[src/rtl/sync_fifo_param.sv]
// Single-clock parametrised FIFO with occupancy count, threshold flags, flush and registered read data.
// Define SYNC_FIFO_ERR_FLAGS_EN to build the sticky wovf/runf error flags; otherwise they read as 0.
module sync_fifo_param #(
    parameter int DSIZE     = 8,
    parameter int ASIZE     = 4,
    parameter int AFULL_TH  = 12,
    parameter int AEMPTY_TH = 2
) (
    input  logic             clk,
    input  logic             rst_n,
    input  logic [DSIZE-1:0] wdata,
    input  logic             winc,
    input  logic             rinc,
    input  logic             flush,
    output logic [DSIZE-1:0] rdata,
    output logic             rvalid,
    output logic             wfull,
    output logic             rempty,
    output logic             afull,
    output logic             aempty,
    output logic [ASIZE:0]   count,
    output logic             wovf,
    output logic             runf
);

    localparam int             DEPTH    = 1 << ASIZE;
    localparam logic [ASIZE:0] DEPTH_C  = (ASIZE + 1)'(DEPTH);
    localparam logic [ASIZE:0] AFULL_C  = (ASIZE + 1)'(AFULL_TH);
    localparam logic [ASIZE:0] AEMPTY_C = (ASIZE + 1)'(AEMPTY_TH);

    logic [DSIZE-1:0] mem_q [DEPTH];
    logic [ASIZE-1:0] wptr_q, wptr_d;
    logic [ASIZE-1:0] rptr_q, rptr_d;
    logic [ASIZE:0]   count_q, count_d;
    logic [DSIZE-1:0] rdata_q, rdata_d;
    logic             rvalid_q, rvalid_d;
    logic             wacc, racc;

    // Flags come from the count register alone, so they never depend on this cycle's requests.
    assign wfull  = (count_q == DEPTH_C);
    assign rempty = (count_q == '0);
    assign afull  = (count_q >= AFULL_C);
    assign aempty = (count_q <= AEMPTY_C);
    assign count  = count_q;
    assign rdata  = rdata_q;
    assign rvalid = rvalid_q;

    assign wacc = winc & ~wfull & ~flush;
    assign racc = rinc & ~rempty & ~flush;

    always_comb begin
        // NOTE: every next-state signal gets a default first so no path leaves it unassigned (no latches).
        wptr_d   = wptr_q;
        rptr_d   = rptr_q;
        count_d  = count_q;
        rdata_d  = rdata_q;
        rvalid_d = 1'b0;
        if (flush) begin
            wptr_d  = '0;
            rptr_d  = '0;
            count_d = '0;
        end else begin
            if (wacc) wptr_d = wptr_q + 1'b1;
            if (racc) begin
                rptr_d   = rptr_q + 1'b1;
                rdata_d  = mem_q[rptr_q];
                rvalid_d = 1'b1;
            end
            case ({wacc, racc})
                2'b10:   count_d = count_q + 1'b1;
                2'b01:   count_d = count_q - 1'b1;
                default: count_d = count_q;
            endcase
        end
    end

    // NOTE: state registers use non-blocking assignments so every flop samples pre-edge values.
    always_ff @(posedge clk or negedge rst_n) begin
        if (!rst_n) begin
            wptr_q   <= '0;
            rptr_q   <= '0;
            count_q  <= '0;
            rdata_q  <= '0;
            rvalid_q <= 1'b0;
        end else begin
            wptr_q   <= wptr_d;
            rptr_q   <= rptr_d;
            count_q  <= count_d;
            rdata_q  <= rdata_d;
            rvalid_q <= rvalid_d;
        end
    end

    // NOTE: the storage array has no reset; stale words are unreachable because count/pointers are reset.
    always_ff @(posedge clk) begin
        if (wacc) mem_q[wptr_q] <= wdata;
    end

`ifdef SYNC_FIFO_ERR_FLAGS_EN
    logic wovf_q, wovf_d;
    logic runf_q, runf_d;

    always_comb begin
        wovf_d = wovf_q;
        runf_d = runf_q;
        if (flush) begin
            wovf_d = 1'b0;
            runf_d = 1'b0;
        end else begin
            if (winc && wfull)  wovf_d = 1'b1;
            if (rinc && rempty) runf_d = 1'b1;
        end
    end

    always_ff @(posedge clk or negedge rst_n) begin
        if (!rst_n) begin
            wovf_q <= 1'b0;
            runf_q <= 1'b0;
        end else begin
            wovf_q <= wovf_d;
            runf_q <= runf_d;
        end
    end

    assign wovf = wovf_q;
    assign runf = runf_q;
`else
    assign wovf = 1'b0;
    assign runf = 1'b0;
`endif

endmodule
[config.mk]
export PLATFORM = sky130hd
export DESIGN_NAME = sync_fifo_param
export DESIGN_NICKNAME = d
export VERILOG_FILES = /design/src/rtl/sync_fifo_param.sv
export SDC_FILE = /design/constraint.sdc
export NUM_CORES = 1
export LEC_CHECK = 0
export ABC_AREA = 1
export BUFFER_PORTS_ARGS = -buffer_cell sky130_fd_sc_hd__buf_2
export CAP_MARGIN = 10
export CORE_AREA = 2 2 140 142
export CTS_BUF_LIST = sky130_fd_sc_hd__clkbuf_2
export DETAILED_ROUTE_END_ITERATION = 8
export DIE_AREA = 0 0 142 144
export GPL_TIMING_DRIVEN = 0
export HOLD_SLACK_MARGIN = 0.06
export SLEW_MARGIN = 40
export SYNTH_ARGS = -nofsm -noshare
export SYNTH_HDL_FRONTEND = slang
export SYNTH_SLANG_ARGS = --single-unit
[constraint.sdc]
create_clock -name clk -period 3 [get_ports clk]
set_input_delay 0.45 -clock clk [delete_from_list [all_inputs] [get_ports clk]]
set_output_delay 0.45 -clock clk [all_outputs]
set_load 0.02 [all_outputs]
* Yosys cells after proc, flatten, opt, wreduce, memory -nomap -nowiden
Memories as Yosys holds them, arrays and structs flattened. A register that Yosys moved wholly into a read port is not among the register bits.
Index checks and enable logic that the tools add are counted.
** Storage, ports and cells
- Register bits :: 14
- Latch bits :: 0
- RAM bits :: 128
- ROM bits :: 0
- Input bits :: 13
- Output and inout bits :: 20
- Logic and storage cells :: 37
- Memories kept :: 1
** Cells by class
- Add/subtract/negate cells :: 4
- $mul :: 0
- Div/mod/pow operators :: 0
- Order comparisons :: 2
- Equality and inequality tests :: 3
- Shift operators :: 0
- Mux-type cells :: 10
- Bitwise operators :: 7
- Reductions and logical operators :: 6
** Memories
- mem_q :: depth 16, bits a word 8, rd ports 1, clocked after Yosys merged registers in 1, wr ports 1, RTL line 31 : logic [DSIZE-1:0] mem_q [DEPTH];
** Operators with widths (count)
- $mux W4 :: 4
- $pmux W5 S2 :: 1
- $add A4 B1 Y4 const B :: 2
- $add A5 B1 Y5 const B :: 1
- $eq A5 B5 Y1 const B :: 1
- $ge A5 B4 Y1 const B :: 1
- $le A5 B2 Y1 const B :: 1
- $logic_not A5 Y1 :: 1
- $mux W5 :: 1
- $sub A5 B1 Y5 const B :: 1
- $and A1 B1 Y1 :: 4
- $mux W1 :: 4
- $reduce_bool A2 Y1 :: 2
- $not A1 Y1 :: 3
- $reduce_bool A3 Y1 :: 1
- $eq A2 B1 Y1 const B :: 1
- $eq A2 B2 Y1 const B :: 1
- $reduce_and A2 Y1 :: 1
- $logic_not A1 Y1 :: 1

* Longest topological paths before layout
Gate-level depths: netlist of run 1.
- Word-level depth :: 7
- Depth in mapped cells :: 15
- Mapped depth without buffers :: 15

* Worst setup path before layout of run 1
Ideal clock, no wire load.
- Path kind :: register to output
- Start :: register count_q[0] (netlist: count[0])
- End :: output port aempty
- Arrival :: 1.666 ns
- Required time :: 2.550 ns
- Path slack :: 0.884 ns
- Stages on the path, launching flop included :: 2
- Buffers on the path :: 0
- Cells stage by stage :: dfrtp_1 > a2111oi_0
** On the way
- Longest elaborated chain between the ends :: 1
** Ends and longest elaborated chain
- from (decl) :: RTL line 34 : logic [ASIZE:0] count_q, count_d;
- from (signal assigned) :: RTL line 88 : count_q <= count_d;
- $le A5 B2 Y1 :: RTL line 43 : assign aempty = (count_q <= AEMPTY_C);
- to (decl) :: RTL line 20 : output logic aempty,
Every way passes these cells.

* Worst setup path in the final report of run 1
- Start :: register count_q[1] (netlist: count[1])
- End :: memory mem_q[0][3] (enable)
** On the way
- Longest elaborated chain between the ends :: 6
** Ends and longest elaborated chain
- $eq A5 B5 Y1 :: RTL line 40 : assign wfull = (count_q == DEPTH_C);
- $not A1 Y1 :: RTL line 48 : assign wacc = winc & ~wfull & ~flush;
- $and A1 B1 Y1 (2 in a row) :: RTL line 48
- $mux W1 :: RTL line 96 : if (wacc) mem_q[wptr_q] <= wdata;
- $mux W1 (implied by the code) :: RTL line 96
- to (decl) :: RTL line 31
Every way passes these cells.

==> results by group, run 1 <==
Synthesis
  – Post-synth EDFFs: 128
  – Yosys Warn Count: 0
  – Synth Area in Compound Gates: 0.02669
  – Synthesized area per cell: 10.39 um^2
  – Commonest cells post-synth: 234 x nand2_1, 128 x edfxtp_1, 71 x nand3_1
  – Post-Synth XOR/XNOR Area: 0.002688
  – Synth area leader: edfxtp_1
  – Largest family of logic cells by synthesized area: simple AND/OR/NAND/NOR gates
  – Most frequent cell after synthesis: nand2_1
  – Top FF cell, synth: edfxtp_1
  – Count of cell types in the netlist: 29
  – Synth async-reset ratio: 0.1467
  – Synth Register Bits: 150
  – Simple-Gate Fraction of Synth Area: 0.2323
  – Top post-synthesis cells by area: edfxtp_1 59%, nand2_1 13%, dfrtp_1 8.4%, nand3_1 5.5%, nor2_1 2.8%
  – Post-synthesis cell count: 627
  – Post-synthesis mux area share: 0
  – Top-area cell type share of the netlist area: 0.5899
  – Mapped Area: 6516 um^2
  – Adder-Cell Fraction of Synth Area: 0.01843
  – Seq/Total Area, Yosys: 0.6743

Setup path
  – Setup CP Type: reg -> reg
  – Crit path from: count[1]$_DFFE_PN0P_
  – Crit path capture: mem_q[0][3]$_DFFE_PP_
  – R2R Path Start: count[1]$_DFFE_PN0P_
  – Reg2reg setup slack: 0.72 ns
  – R2r worst-path depth: 6
  – Endpoint class of the critical path: flip-flop
  – Worst EP required: 3.33 ns
  – Type of origin of the critical path: flip-flop
  – Crit path max fanout: 8
  – Worst r2r dst: mem_q[0][3]$_DFFE_PP_
  – Crit path DAT: 2.61 ns

CTS
  – CTS sink count: 150
  – Max Root-Sink Buffers: 2
  – CTS Buf Count: 17
  – TritonCTS clock tree: done
  – CTS resizes: 0
  – Clk slew on worst S/H paths: 0.22 ns
  – # H-tree levels: 4
  – Worst skew pair latency: 0.71 ns
  – Setup repair bufs after CTS: 0
  – CTS Root Cell: clkbuf_2

Drt
  – DRC Markers: 0
  – 1st-pass router iterations: 5
  – Routed wire length: 16,390 um
  – Vias: 4,505
  – 1st-iter DRT viols: 391
  – Detail Route Antenna Nets: 0
  – Vias per cell: 4.823
  – Avg WL per Cell: 17.55 um

Timing
  – Slew at the pin closest to its max-slew limit: 0.8681 ns
  – Fin crit period: 2.279 ns
  – Final setup viols: 0
  – F_max: 0.4388 GHz
  – RSZ-0062 raised after global routing: no
  – Relative slew slack: 0.4181
  – Fin Setup TNS: 0 ns
  – Final Hold Vio Count: 0
  – Final slew viol count: 0
  – Fin Clk Skew: 0.03769 ns
  – Final cycle utilization of the critical path: 0.7597

Finish
  – Layout cells sized above 1: 0.1437
  – Area grow syn2layout: 11.98%
  – # diodes: 0
  – Fin util: 0.3825
  – Post-route design area: 7297 um^2
  – Final nets: 706

Floorplan
  – Row cnt: 51
  – I/O pin cnt: 33
  – Die area: 20,450 um^2
  – Initial Util: 0.3415
  – Die H: 144 um
  – Core area: 19,080 um^2
  – Die Width: 142 um

GRT
  – Remaining global-route overflow: 0
  – Met3 GRT Util: 0.04669
  – Met1 Track Usage GR: 0.2269
  – Largest net degree at the start of global routing: 23
  – Busiest grt layer: met2
  – Global-route wire length before repair: 24,500 um
  – GRT Util Overall: 0.1681
  – Vias in the first global route: 4,272
  – GR Layer Usage met2: 0.2626
  – Initial antenna violation count: 0

Place
  – DP Wirelength: 11,090 um
  – Final RePlAce weighted congestion: 1.013
  – Dpl cell area: 7000 um^2
  – IO Port Bufs: 30

Worst hold path
  – Hold Crit Class: in -> reg

Status
  – Status: complete, no violations

Power
  – Maximum VDD drop: 0.4783 mV
  – P_int: 3.410 mW
  – Reg power frac: 0.445
  – P_sw: 2.171 mW
  – Leak: 2.984 nW
  – Sw Share: 0.3890
  – Comb power frac: 0.351
  – Clk pwr share: 0.204
  – PwrDens: 764.9 nW/um^2

Run
  – Max Cap Viol: 0
[worst min-delay path by stage]
stage	start	end	slack, ns	depth (start not counted)
detailed placement	rst_n	count[3]$_DFFE_PN0P_	0.46	1
CTS	wdata[7]	mem_q[0][7]$_DFFE_PP_	0.07	1
finish	wdata[4]	mem_q[0][4]$_DFFE_PP_	0.14	1
global route	wdata[4]	mem_q[14][4]$_DFFE_PP_	0.08	1
floorplan	rst_n	count[0]$_DFFE_PN0P_	0.15	0
global placement	rst_n	count[3]$_DFFE_PN0P_	0.46	1
[flip-flops by register name, summed over array words and instances, names as in the netlist]
| register | flops |
|---|---|
| count | 5 |
| mem_q | 128 |
| rdata | 8 |
| rptr_q | 4 |
| rvalid | 1 |
| wptr_q | 4 |
[power by group through the flow]
stage / Clock, mW / Sequential [mW] / Combinational [mW]
finish: 1.14 / 2.48 / 1.96
global route: 1.24 / 2.50 / 2.18
CTS: 1.15 / 2.49 / 1.94
detailed placement: 0 / 2.53 / 1.93
global placement: 0 / 2.53 / 1.92
floorplan: 0 / 2.62 / 1.16
[through the flow]
stage	setup slack (ns)	power [mW]	std cells	hold slack, ns
final	0.7210	5.581	934	0.1441
after global routing	0.4680	5.924	934	0.07645
after CTS	0.6695	5.584	932	0.07495
after detailed placement	0.4295	4.462	897	0.4594
after global placement	0.2741	4.452	896	0.4560
after floorplan	0.8841	3.776	628	0.1544
[placed cells by master, fill, tap and decap left out, drive strengths merged]
| master | synthesis | final |
|---|---|---|
| xnor2 | 1 | 1 |
| conb | 1 | 2 |
| clkinv | 3 | 11 |
| nand2 | 239 | 239 |
| xor2 | 1 | 1 |
| nand3 | 72 | 72 |
| bufinv | 0 | 3 |
| dfrtp | 22 | 22 |
| nor2 | 49 | 49 |
| fa | 1 | 1 |
| nor3 | 6 | 6 |
| a21oi | 5 | 5 |
| dlygate4sd3 | 0 | 6 |
| edfxtp | 128 | 128 |
| a2111oi | 1 | 1 |
| inv | 31 | 31 |
| ha | 8 | 8 |
| clkbuf | 5 | 24 |
| clkinvlp | 0 | 1 |
| nand3b | 1 | 1 |
| buf | 25 | 56 |
| o21ai | 28 | 28 |
[worst max-delay path, stage by stage (launching register included)]
cell,delay (ns)
dfrtp_1,0.49
nor2_1,0.11
nand3_1,0.13
nand2_2,0.12
inv_4,0.14
nand3_1,0.21
nor3_2,0.71
[layout make-up]
cell class                 count  area, um^2
multi-input combinational    414        1863
buffer                        30       162.7
inverter                      34       130.1
fill                        1841       11780
clock inverter                12       136.4
sequential                   150        4394
clock buffer                  19       95.09
tap                          238       297.8
timing repair buffer          37       217.7
[per-layer routing]
| metal | up-vias | part of all wire |
|---|---|---|
| met5 | - | 0 |
| li1 | 2209 | - |
| met1 | 2115 | 0.45 |
| met3 | 21 | 0.081 |
| met2 | 160 | 0.45 |
| met4 | 0 | 0.020 |
[kinds of logic after synthesis]
| family | Yosys count |
|---|---|
| AO/OA/AOI/OAI | 34 |
| XOR/XNOR | 2 |
| adder cells (fa/ha/maj) | 9 |
| buffers and inverters | 64 |
| flip-flops | 150 |
| other | 1 |
| AND/OR/NAND/NOR | 367 |
[timing repair]
item / in CTS / in global routing
endpoints found under the setup margin: 0 / 0
hold buffers: 4 / 2
hold endpoints to repair: 25 / 6
(Power assumes the default switching activity.)
==> run 2: changes to the inputs <==
- clock period: 3 -> 2 ns (I/O delays scaled with it)
==> results by group, run 2 (same netlist as run 1, synthesis figures left out) <==
Timing
  – Slew at the pin closest to its max-slew limit: 0.5595 ns
  – Fin Setup TNS: -0.1814 ns
  – Fin crit period: 2.080 ns
  – RSZ-0062 raised after global routing: yes
  – Final slew viol count: 0
  – Relative slew slack: 0.6270
  – Fin Clk Skew: 0.03217 ns
  – Final Hold Vio Count: 0
  – Final setup viols: 4
  – Post-route setup slack: -0.07950 ns
  – F_max: 0.4809 GHz
  – Final cycle utilization of the critical path: 1.040

Setup path
  – Setup CP Type: reg -> reg
  – Slowest stage delay, CP: 0.52 ns
  – WP buf/inv: 2
  – CP dominant cell by count: nand2_1
  – Crit path max fanout: 10
  – Crit path DAT: 2.74 ns
  – Type of origin of the critical path: flip-flop
  – Endpoint class of the critical path: flip-flop
  – Worst EP required: 2.66 ns
  – CP max-delay cell: dfrtp_2
  – Worst path cell trace: nor2_4, nand3_2, nand3_1, buf_6, nor2_4, ha_4, nand3b_1, nand2_1, nand2_1, nand2_1, inv_1, nand2_1, nand2_1, nand2_1, nand2_1
  – Delay-heaviest family, CP: simple AND/OR/NAND/NOR gates

Drt
  – 1st-iter DRT viols: 373
  – 1st-pass router iterations: 4
  – Detail Route Antenna Nets: 0
  – DRC Markers: 0
  – Vias per cell: 4.785
  – Avg WL per Cell: 17.26 um
  – Routed wire length: 16,500 um
  – Vias: 4,574

Floorplan
  – Die H: 144 um
  – Die Width: 142 um
  – Core area: 19,080 um^2
  – Die area: 20,450 um^2
  – I/O pin cnt: 33
  – Row cnt: 51
  – Initial Util: 0.3415

Finish
  – Post-route design area: 7647 um^2
  – Final nets: 726
  – Reg area: 4400 um^2
  – Area grow syn2layout: 17.36%
  – Largest Register: mem_q
  – Multi-input gate area: 2007 um^2
  – Fill cells: 1,873
  – Fin util: 0.4008
  – Most common cell after layout, fill and taps aside: nand2_1
  – Most frequent cells in the layout: 232 x nand2_1, 128 x edfxtp_1, 68 x nand3_1, 43 x buf_2, 34 x nor2_1
  – Layout cells sized above 1: 0.2008
  – Flip-flop count of the largest register after layout: 128

GRT
  – Remaining global-route overflow: 0
  – GRT Util Overall: 0.1676
  – Initial antenna violation count: 1
  – Global-route wire length before repair: 24,540 um
  – Largest net degree at the start of global routing: 23
  – Vias in the first global route: 4,350

CTS
  – Worst skew pair latency: 0.76 ns
  – TritonCTS clock tree: done
  – CTS sink count: 150
  – # H-tree levels: 4
  – CTS Root Cell: clkbuf_2
  – Clk slew on worst S/H paths: 0.23 ns
  – Max Root-Sink Buffers: 2
  – CTS Buf Count: 17

Power
  – PwrDens: 1117 nW/um^2
  – Leak: 3.082 nW
  – Clk pwr share: 0.178
  – Sw Share: 0.4108
  – P_int: 5.033 mW
  – Maximum VDD drop: 0.4252 mV
  – Reg power frac: 0.440
  – Comb power frac: 0.382
  – P_sw: 3.510 mW

Run
  – Max Cap Viol: 0

Place
  – Final RePlAce weighted congestion: 0.9374
  – IO Port Bufs: 30
  – Dpl cell area: 7004 um^2
  – DP Wirelength: 11,240 um

Worst hold path
  – Hold Crit Class: in -> async

Status
  – Status: finished, violations left
  – Failing checks: negative setup slack
## run 2: repair_timing
item	CTS	global route
hold endpoints to repair	172	0
pin swaps	5	6
setup endpoints to repair	128	75
hold buffers	14	0
setup buffers	10	2
gates resized for setup	17	25
## run 2: final timing paths
| check | from | endpoint | slack, ns | depth (start not counted) |
|---|---|---|---|---|
| min in group clk | rinc | rptr_q[2]$_DFFE_PN0P_ | 0.42 | 4 |
| max reg2reg | count[2]$_DFFE_PN0P_ | count[4]$_DFFE_PN0P_ | -0.08 | 15 |
| max | count[2]$_DFFE_PN0P_ | count[4]$_DFFE_PN0P_ | -0.08 | 15 |
| max in group asynchronous | rst_n | count[4]$_DFFE_PN0P_ | 1.53 | 3 |
| min reg2reg | rdata[2]$_DFFE_PN0P_ | rdata[2]$_DFFE_PN0P_ | 0.51 | 2 |
| min | rst_n | rptr_q[2]$_DFFE_PN0P_ | 0.11 | 3 |
## run 2: per-stage QoR
step | power (mW) | hold WS (ns) | setup WS (ns) | cells
global placement | 6.686 | 0.2993 | -0.6102 | 896
global route | 9.084 | 0.08294 | -0.2330 | 956
detailed placement | 6.697 | 0.2958 | -0.3586 | 897
CTS | 8.350 | 0.3657 | -0.1382 | 953
finish | 8.542 | 0.1064 | -0.07950 | 956
floorplan | 5.683 | 0.004409 | -0.03741 | 628
## run 2: cell type report
| cell class | instances | area share |
|---|---|---|
| Tap cell | 238 | 0.03894 |
| Multi-Input combinational cell | 414 | 0.2624 |
| Buffer | 30 | 0.02127 |
| Sequential cell | 150 | 0.5754 |
| Timing Repair Buffer | 57 | 0.05776 |
| Clock buffer | 17 | 0.01113 |
| Clock inverter | 15 | 0.01571 |
| Antenna cell | 1 | 0.0003272 |
| Inverter | 34 | 0.01702 |
## run 2: power groups by stage
stage          registers (mW)  clock network, mW  logic, mW
2_1_floorplan            3.94                  0       1.75
3_3_place_gp             3.81                  0       2.88
3_5_place_dp             3.81                  0       2.88
4_1_cts                  3.74               1.55       3.06
5_1_grt                  3.79               1.69       3.61
6_report                 3.76               1.52       3.26
## run 2: worst min-delay path, stage by stage
cell and delay, ns:
dlygate4sd3_1 0.52, buf_2 0.11, buf_2 0.41
## run 2: layer usage
layer	vias to the layer above	global-route usage	wire length, um
met5	-	0	0
met2	126	0.2715	8007
met1	2168	0.2170	7093
met3	31	0.03344	896
met4	0	0.08000	500
li1	2249	-	-
